`src/rtl/seq_detector_prog_if.sv`:
```
// ----------------------------------------------------------------------------
// seq_detector_prog_if
//   Bundle of the serial-data, configuration and status signals of the
//   programmable sequence detector.
//
//   Data side   : x, x_valid
//   Config side : cfg_load, cfg_pattern, cfg_len, cfg_overlap
//   Counter     : cnt_clr (in), match_count (out)
//   Status      : z (Mealy match), z_q (registered match), cfg_err
//
//   master modport : the block that feeds bits/config and reads status
//   slave  modport : the detector itself
// ----------------------------------------------------------------------------
interface seq_detector_prog_if #(
    parameter int MAX_LEN = 8,
    parameter int CNT_W   = 8
);
    localparam int LEN_W = $clog2(MAX_LEN + 1);

    logic                 x;
    logic                 x_valid;
    logic                 cfg_load;
    logic [MAX_LEN-1:0]   cfg_pattern;
    logic [LEN_W-1:0]     cfg_len;
    logic                 cfg_overlap;
    logic                 cnt_clr;
    logic                 z;
    logic                 z_q;
    logic [CNT_W-1:0]     match_count;
    logic                 cfg_err;

    modport master (
        output x, x_valid, cfg_load, cfg_pattern, cfg_len, cfg_overlap, cnt_clr,
        input  z, z_q, match_count, cfg_err
    );

    modport slave (
        input  x, x_valid, cfg_load, cfg_pattern, cfg_len, cfg_overlap, cnt_clr,
        output z, z_q, match_count, cfg_err
    );
endinterface

```
`src/rtl/seq_detector_prog.sv`:
```
// ----------------------------------------------------------------------------
// seq_detector_prog
//   Runtime-programmable serial pattern detector. Matches a pattern of
//   1..MAX_LEN bits against the qualified serial stream, in overlapping or
//   non-overlapping mode, and keeps a saturating match counter.
//
//   Ports
//     clk   : sole clock, rising edge
//     reset : asynchronous, active-low reset
//     bus   : seq_detector_prog_if.slave
//             x / x_valid           serial bit and its qualifier
//             cfg_load + cfg_*      one-cycle pulse capturing pattern/len/mode
//             cnt_clr               synchronous clear of match_count
//             z                     Mealy match, same cycle as final bit
//             z_q                   z delayed by one clock
//             match_count           saturating match count
//             cfg_err               loaded length illegal, detector disabled
//
//   Pattern ordering: cfg_pattern[cfg_len-1] is the first bit received and
//   cfg_pattern[0] the last, so the history register (newest bit at bit 0)
//   lines up directly with the pattern.
// ----------------------------------------------------------------------------
module seq_detector_prog #(
    parameter int MAX_LEN = 8,
    parameter int CNT_W   = 8
) (
    input  logic                 clk,
    input  logic                 reset,
    seq_detector_prog_if.slave   bus
);
    localparam int LEN_W = $clog2(MAX_LEN + 1);

    // Configuration shadow
    logic [MAX_LEN-1:0] r_pattern;
    logic [LEN_W-1:0]   r_len;
    logic               r_ovl;
    logic               r_cfg_err;

    // Stream state
    logic [MAX_LEN-1:0] r_hist;
    logic [LEN_W-1:0]   r_fill;

    // Outputs
    logic               r_z_q;
    logic [CNT_W-1:0]   r_count;

    logic [MAX_LEN-1:0] w_cand;
    logic [MAX_LEN-1:0] w_mask;
    logic [LEN_W:0]     w_fill_p1;
    logic               w_fill_ok;
    logic               w_bits_eq;
    logic               w_z;
    logic               w_len_bad;

    // Candidate window: stored history with the live bit appended as newest.
    assign w_cand = {r_hist[MAX_LEN-2:0], bus.x};

    // Only the low r_len positions take part in the compare.
    generate
        for (genvar gi = 0; gi < MAX_LEN; gi++) begin : g_mask
            assign w_mask[gi] = (r_len > LEN_W'(gi));
        end
    endgenerate

    // One extra bit so fill+1 cannot wrap when fill is saturated.
    assign w_fill_p1 = {1'b0, r_fill} + {{LEN_W{1'b0}}, 1'b1};
    assign w_fill_ok = (w_fill_p1 >= {1'b0, r_len});
    assign w_bits_eq = (((w_cand ^ r_pattern) & w_mask) == '0);

    // Gating with reset keeps z low while reset is held, independent of
    // whatever the inputs are doing.
    assign w_z = reset & bus.x_valid & ~bus.cfg_load & ~r_cfg_err
               & w_fill_ok & w_bits_eq;

    assign w_len_bad = (bus.cfg_len == '0) || (bus.cfg_len > LEN_W'(MAX_LEN));

    always_ff @(posedge clk or negedge reset) begin
        if (!reset) begin
            r_pattern <= '0;
            r_len     <= '0;
            r_ovl     <= 1'b0;
            r_cfg_err <= 1'b1;   // length 0 is illegal until configured
            r_hist    <= '0;
            r_fill    <= '0;
            r_z_q     <= 1'b0;
            r_count   <= '0;
        end else begin
            r_z_q <= w_z;

            // Clear has priority: a match in the same cycle is dropped.
            if (bus.cnt_clr) begin
                r_count <= '0;
            end else if (w_z && (r_count != {CNT_W{1'b1}})) begin
                r_count <= r_count + 1'b1;
            end

            if (bus.cfg_load) begin
                r_pattern <= bus.cfg_pattern;
                r_len     <= bus.cfg_len;
                r_ovl     <= bus.cfg_overlap;
                r_cfg_err <= w_len_bad;
                r_hist    <= '0;
                r_fill    <= '0;
            end else if (bus.x_valid) begin
                if (w_z && !r_ovl) begin
                    // Non-overlapping: the next match needs a full fresh pattern.
                    r_hist <= '0;
                    r_fill <= '0;
                end else begin
                    r_hist <= w_cand;
                    if (r_fill != LEN_W'(MAX_LEN)) begin
                        r_fill <= r_fill + 1'b1;
                    end
                end
            end
        end
    end

    assign bus.z           = w_z;
    assign bus.z_q         = r_z_q;
    assign bus.match_count = r_count;
    assign bus.cfg_err     = r_cfg_err;

endmodule

```
`src/flat_wrapper.sv`:
```
// flat-port wrapper written by rule: the top's interface ports become plain ports
module seq_detector_prog_flat 
#(
    parameter int MAX_LEN = 8,
    parameter int CNT_W   = 8
)
  (clk, reset, bus_x, bus_x_valid, bus_cfg_load, bus_cfg_pattern, bus_cfg_len, bus_cfg_overlap, bus_cnt_clr, bus_z, bus_z_q, bus_match_count, bus_cfg_err);
  seq_detector_prog_if #(.MAX_LEN(MAX_LEN), .CNT_W(CNT_W)) bus_i ();
  input  logic clk;
  input  logic reset;
  input wire logic [$bits(bus_i.x)-1:0] bus_x;
  input wire logic [$bits(bus_i.x_valid)-1:0] bus_x_valid;
  input wire logic [$bits(bus_i.cfg_load)-1:0] bus_cfg_load;
  input wire logic [$bits(bus_i.cfg_pattern)-1:0] bus_cfg_pattern;
  input wire logic [$bits(bus_i.cfg_len)-1:0] bus_cfg_len;
  input wire logic [$bits(bus_i.cfg_overlap)-1:0] bus_cfg_overlap;
  input wire logic [$bits(bus_i.cnt_clr)-1:0] bus_cnt_clr;
  output wire logic [$bits(bus_i.z)-1:0] bus_z;
  output wire logic [$bits(bus_i.z_q)-1:0] bus_z_q;
  output wire logic [$bits(bus_i.match_count)-1:0] bus_match_count;
  output wire logic [$bits(bus_i.cfg_err)-1:0] bus_cfg_err;
  assign bus_i.x = bus_x;
  assign bus_i.x_valid = bus_x_valid;
  assign bus_i.cfg_load = bus_cfg_load;
  assign bus_i.cfg_pattern = bus_cfg_pattern;
  assign bus_i.cfg_len = bus_cfg_len;
  assign bus_i.cfg_overlap = bus_cfg_overlap;
  assign bus_i.cnt_clr = bus_cnt_clr;
  assign bus_z = bus_i.z;
  assign bus_z_q = bus_i.z_q;
  assign bus_match_count = bus_i.match_count;
  assign bus_cfg_err = bus_i.cfg_err;
  seq_detector_prog #(.MAX_LEN(MAX_LEN), .CNT_W(CNT_W)) u_core (.clk(clk), .reset(reset), .bus(bus_i));
endmodule
```
`config.mk`:
```
export PLATFORM = sky130hd
export DESIGN_NAME = seq_detector_prog_flat
export DESIGN_NICKNAME = d
export VERILOG_FILES = /design/src/rtl/seq_detector_prog_if.sv /design/src/rtl/seq_detector_prog.sv /design/src/flat_wrapper.sv
export SDC_FILE = /design/constraint.sdc
export NUM_CORES = 1
export LEC_CHECK = 0
export ABC_AREA = 1
export CAP_MARGIN = 15
export CORE_ASPECT_RATIO = 1.75
export CORE_UTILIZATION = 45
export CTS_CLUSTER_DIAMETER = 100
export DETAILED_ROUTE_END_ITERATION = 10
export GPL_ROUTABILITY_DRIVEN = 0
export HOLD_SLACK_MARGIN = 0.15
export PLACE_DENSITY = 0.76
export SETUP_SLACK_MARGIN = 0.05
export SLEW_MARGIN = 20
export SYNTH_ARGS = -nofsm -noshare
export SYNTH_HDL_FRONTEND = slang
export SYNTH_SLANG_ARGS = --single-unit
```
`constraint.sdc`:
```
create_clock -name clk -period 2.18 [get_ports clk]
set_input_delay 0.436 -clock clk [delete_from_list [all_inputs] [get_ports clk]]
set_output_delay 0.436 -clock clk [all_outputs]
set_load 0.03 [all_outputs]
```
# Word-level counts from Yosys, hierarchy flattened
# Index checks and enable logic that the tools add are counted.
# Widths: inputs -> output; s select.
# classes
add_sub_neg,3
order_cmp,10
eq_ne,2
n_mux,9
bitwise_logic,9
n_reduce_logical,10
# ops
cell,n
$mux 7,3
$gt 4x3->1 const B,4
$mux 4,4
$mux 8,2
$add 8x1->8 const B,1
$and 8x8->8,1
$gt 4x1->1 const B,2
$gt 4x2->1 const B,2
$logic_not 8->1,1
$ne 8x8->1 const B,1
$xor 8x8->8,1
$add 4x1->5 const B,1
$and 1x1->1,5
$ge 5x4->1,1
$add 4x1->4 const B,1
$gt 4x4->1 const B,1
$logic_not 4->1,1
$ne 4x4->1 const B,1
$reduce_bool 2->1,2
$reduce_bool 3->1,1
$logic_and 1x1->1,2
$not 1->1,2
$reduce_and 2->1,1
$logic_not 1->1,1
$logic_or 1x1->1,1
# totals
reg_bits,34
inputBits,19
out_inout_bits,11
elab_cells,51

# Depth between registers and ports, before layout
# depth
depth_word,9
mapped_depth,16
mapped_depth_nobuf,16

# Worst setup path before layout
# Ideal clock, no wire load.
# synth_path
path_type,register to output
from,register u_core.r_fill[0]
to,output bus_z
arrival_ns,1.794
required_ns,1.744
slack_ns,-0.050
stages_incl_launch_ff,12
path_cell_list,dfrtp_1 -> ha_1 -> xor2_1 -> ha_1 -> nand2_1 -> inv_1 -> nand2_1 -> nand2_1 -> nand2_1 -> nand2_1 -> nand2_1 -> nor3_4
# synth_between
elab_chain_cells,4
# synth_lines
element,line_no,rtl
from (decl),seq_detector_prog.sv:41,logic [LEN_W-1:0] r_fill;
from (signal assigned),seq_detector_prog.sv:112,r_fill <= r_fill + 1'b1;
$add 4x1->5,seq_detector_prog.sv:66,"assign w_fill_p1 = {1'b0, r_fill} + {{LEN_W{1'b0}}, 1'b1};"
$ge 5x4->1,seq_detector_prog.sv:67,"assign w_fill_ok = (w_fill_p1 >= {1'b0, r_len});"
$and 1x1->1 (2 in series),seq_detector_prog.sv:73,& w_fill_ok & w_bits_eq;
to (decl),flat_wrapper.sv:18,output wire logic [$bits(bus_i.z)-1:0] bus_z;
# Every way passes these cells.

# Worst setup path in the final report
# layout_path
from,register u_core.r_fill[1]
to,output bus_z
# Same word-level chain as after synthesis.

==> results.txt <==
run status -> finished with violations
failing checks -> setup timing
Pwr Total -> 1.56 mW
sequential area share after synthesis -> 43.9%
number of synthesized flops with an enable pin -> 0
cell area power density -> 604 nW/um^2
global-route wire length before repair -> 7150 um
Worst EP arrival -> 2.04 ns
die width -> 51.7 um
number of H-tree levels -> 2
GR Overflow Total -> 0
worst-margin pin slew -> 0.574 ns
I/O pin count -> 30
starting density of the core -> 46.8%
Avg Vias per Cell -> 4.93
most frequent CP cell -> nand2_1
HP Class -> register to register
Mapped Nets -> 287
setup violators final -> 12
Clock Tree Buf Depth -> 2
fin area -> 2590 um^2
Synth Register Bits -> 34
drt total wl -> 4560 um
number of port buffers -> 29
number of CTS-inserted buffers -> 5
CTS root buffer -> clkbuf_8
number of routed nets with antenna violations -> 0
Net Switching -> 0.440 mW
DRC -> 0
Comb pwr share -> 20.0%
commonest non-fill, non-tap cells in the layout -> nand2_1, dfrtp_1, inv_1, clkdlybuf4s50_1, nand3_1
critical path type -> register to primary output
Mapped Cells -> 261
worst path required time -> 1.74 ns
detailed placer's ending HPWL -> 3240 um
Reg clk slew, reported paths -> 0.07 ns
height of the die -> 88.9 um
sequential share of power -> 44.7%
DR iter-0 viols -> 46
YS warnings -> 0
f_max -> 403 MHz
Avg Cell Area, Syn -> 7.44 um^2
Sw Share -> 28.1%
RSZ-0062 raised after global routing -> yes
Cell Area, Synth -> 1940 um^2
most common flop cell mapped by yosys -> dfrtp_1
# clock sinks -> 34
endpoints failing hold -> 0
CTS tree -> done
Post-synth ARST share -> 100%
Tmin final -> 2.48 ns
peak supply drop -> 0.423 mV
WL/cell -> 12.8 um
core area -> 4150 um^2
Row Count -> 31
internal power -> 1.12 mW
n_diodes -> 0
share of layout cells above drive strength 1 -> 18.6%
crit-path cells -> ha_2 -> xor2_2 -> ha_1 -> nand2_1 -> inv_1 -> nand2_1 -> nand2_1 -> nand2_1 -> nand2_1 -> nand2_2 -> nor3_4 -> buf_6
Crit Path Max Fanout -> 3
CP max-delay cell -> dfrtp_1
Slew HR -> 61.6%
most common cell after layout, fill and taps aside -> nand2_1
clk_lat worst skew -> 0.29 ns
clock share of power -> 35.3%
vias in the first global route -> 1630
P_leak -> 1.31 nW
clock skew -> 0.00341 ns
Setup WS post-layout -> -0.300 ns
cts hold-fix bufs -> 0
post-synthesis cell type count -> 29
Tot GR Track Use -> 21.8%
crit end category -> primary output
Max-cap violations -> 0
via count -> 1754
largest net degree at the start of global routing -> 35
fin crit share -> 114%
critical path startpoint category -> register
Die ar. -> 4600 um^2
reg-to-reg setup timing slack -> -0.05 ns
largest stage delay on the critical path -> 0.40 ns
initial antenna violation count -> 0
Max Slew Vio Count -> 0
area grow syn2layout -> 33.3%
Final #Nets -> 332
Pre-antenna DRT Iters -> 4
dpl cell area -> 2350 um^2
[kinds of logic (layout without fill, tap and decap cells)]
group                    after synthesis  count (layout)  synth area share, %
XOR/XNOR                               8               8                 3.61
AND/OR/NAND/NOR                      157             158                 35.3
flip-flops                            34              34                 43.9
adder cells (fa/ha/maj)                7               7                 4.51
AO/OA/AOI/OAI                         18              18                 5.22
buffers and inverters                 37              82                 7.53
[cell type report]
cell class,count,area [um^2]
multi-input cells,191,1040
flip-flops and latches,34,852
clock buffers,8,110
inverters,33,124
repair buffers,41,398
fillers,381,1560
well taps,49,61.3
[path summary, 6_finish.rpt]
kind | from | to | cells past startpoint
min in group asynchronous | reset | u_core.bus.match_count[0] | 2
max in group asynchronous | reset | u_core.bus.cfg_err | 2
min | u_core.r_pattern[0] | u_core.r_pattern[0] | 2
max reg2reg | u_core.r_fill[1] | u_core.bus.match_count[6] | 17
max | u_core.r_fill[1] | bus_z | 12
min reg2reg | u_core.r_pattern[0] | u_core.r_pattern[0] | 2
[power by group through the flow]
| stage | clock (mW) | combinational (mW) | sequential [mW] |
|---|---|---|---|
| 2_1_floorplan | 0 | 0.165 | 0.714 |
| 3_3_place_gp | 0 | 0.280 | 0.708 |
| 3_5_place_dp | 0 | 0.288 | 0.711 |
| 6_report | 0.552 | 0.313 | 0.700 |
| 5_1_grt | 0.586 | 0.354 | 0.704 |
| 4_1_cts | 0.568 | 0.294 | 0.699 |
[sequential cells by signal, indices dropped and copies added, names as in the netlist]
signal	cells
u_core.r_fill	4
u_core.bus.cfg_err	1
u_core.r_ovl	1
u_core.r_hist	7
u_core.r_pattern	8
u_core.r_len	4
u_core.bus.match_count	8
u_core.bus.z_q	1
[critical path, delay by kind of cell (launching register included)]
family	cells	cell delay, ns
buf+inv	2	0.20
fa+ha+maj	2	0.52
xor+xnor	1	0.16
flops	1	0.40
simple gates	7	0.47
[through the flow]
step | hold slack (ns) | setup TNS [ns] | util (%) | worst slack (ns) | std cells
floorplan | 0.140 | -0.206 | - | -0.0396 | 261
global placement | 0.478 | 0 | 56.6 | 0.000582 | 343
detailed placement | 0.477 | -0.0366 | 56.6 | -0.0366 | 343
CTS | 0.494 | -0.319 | 59.6 | -0.319 | 352
global route | 0.529 | -3.58 | 62.4 | -0.444 | 356
finish | 0.495 | -0.554 | 62.4 | -0.300 | 356
[cell usage after synthesis, types with 2 or more instances]
cell type    n  area share (%)
a21oi_1      4             1.0
a21oi_2      2            0.90
clkbuf_1     3            0.58
dfrtp_1     33              42
ha_1         7             4.5
inv_1       28             5.4
inv_2        5            0.97
nand2_1    109              21
nand2_2      2            0.64
nand2_4      2             1.2
nand3_1     17             4.4
nand3_2      2             1.0
nor2_1      14             2.7
nor2_2       2            0.64
nor3_1       2            0.52
o21ai_0      9             2.3
or2_1        2            0.64
xnor2_1      4             1.8
xor2_1       4             1.8
[layer usage]
layer / vias to the layer above / wire [um] / GRT usage, %
li1: 895 / - / -
met1: 817 / 1720 / 20.7
met2: 31 / 2600 / 42.3
met3: 11 / 100 / 4.08
met4: 0 / 138 / 11.5
met5: - / 0 / 0
[what timing repair did]
action,4_1_cts,5_1_grt
pin swaps,2,4
buffers inserted,1,3
endpoints found under the setup margin,16,20
gates cloned,0,1
gates resized for setup,2,21
Power figures use the tool's default switching activity.
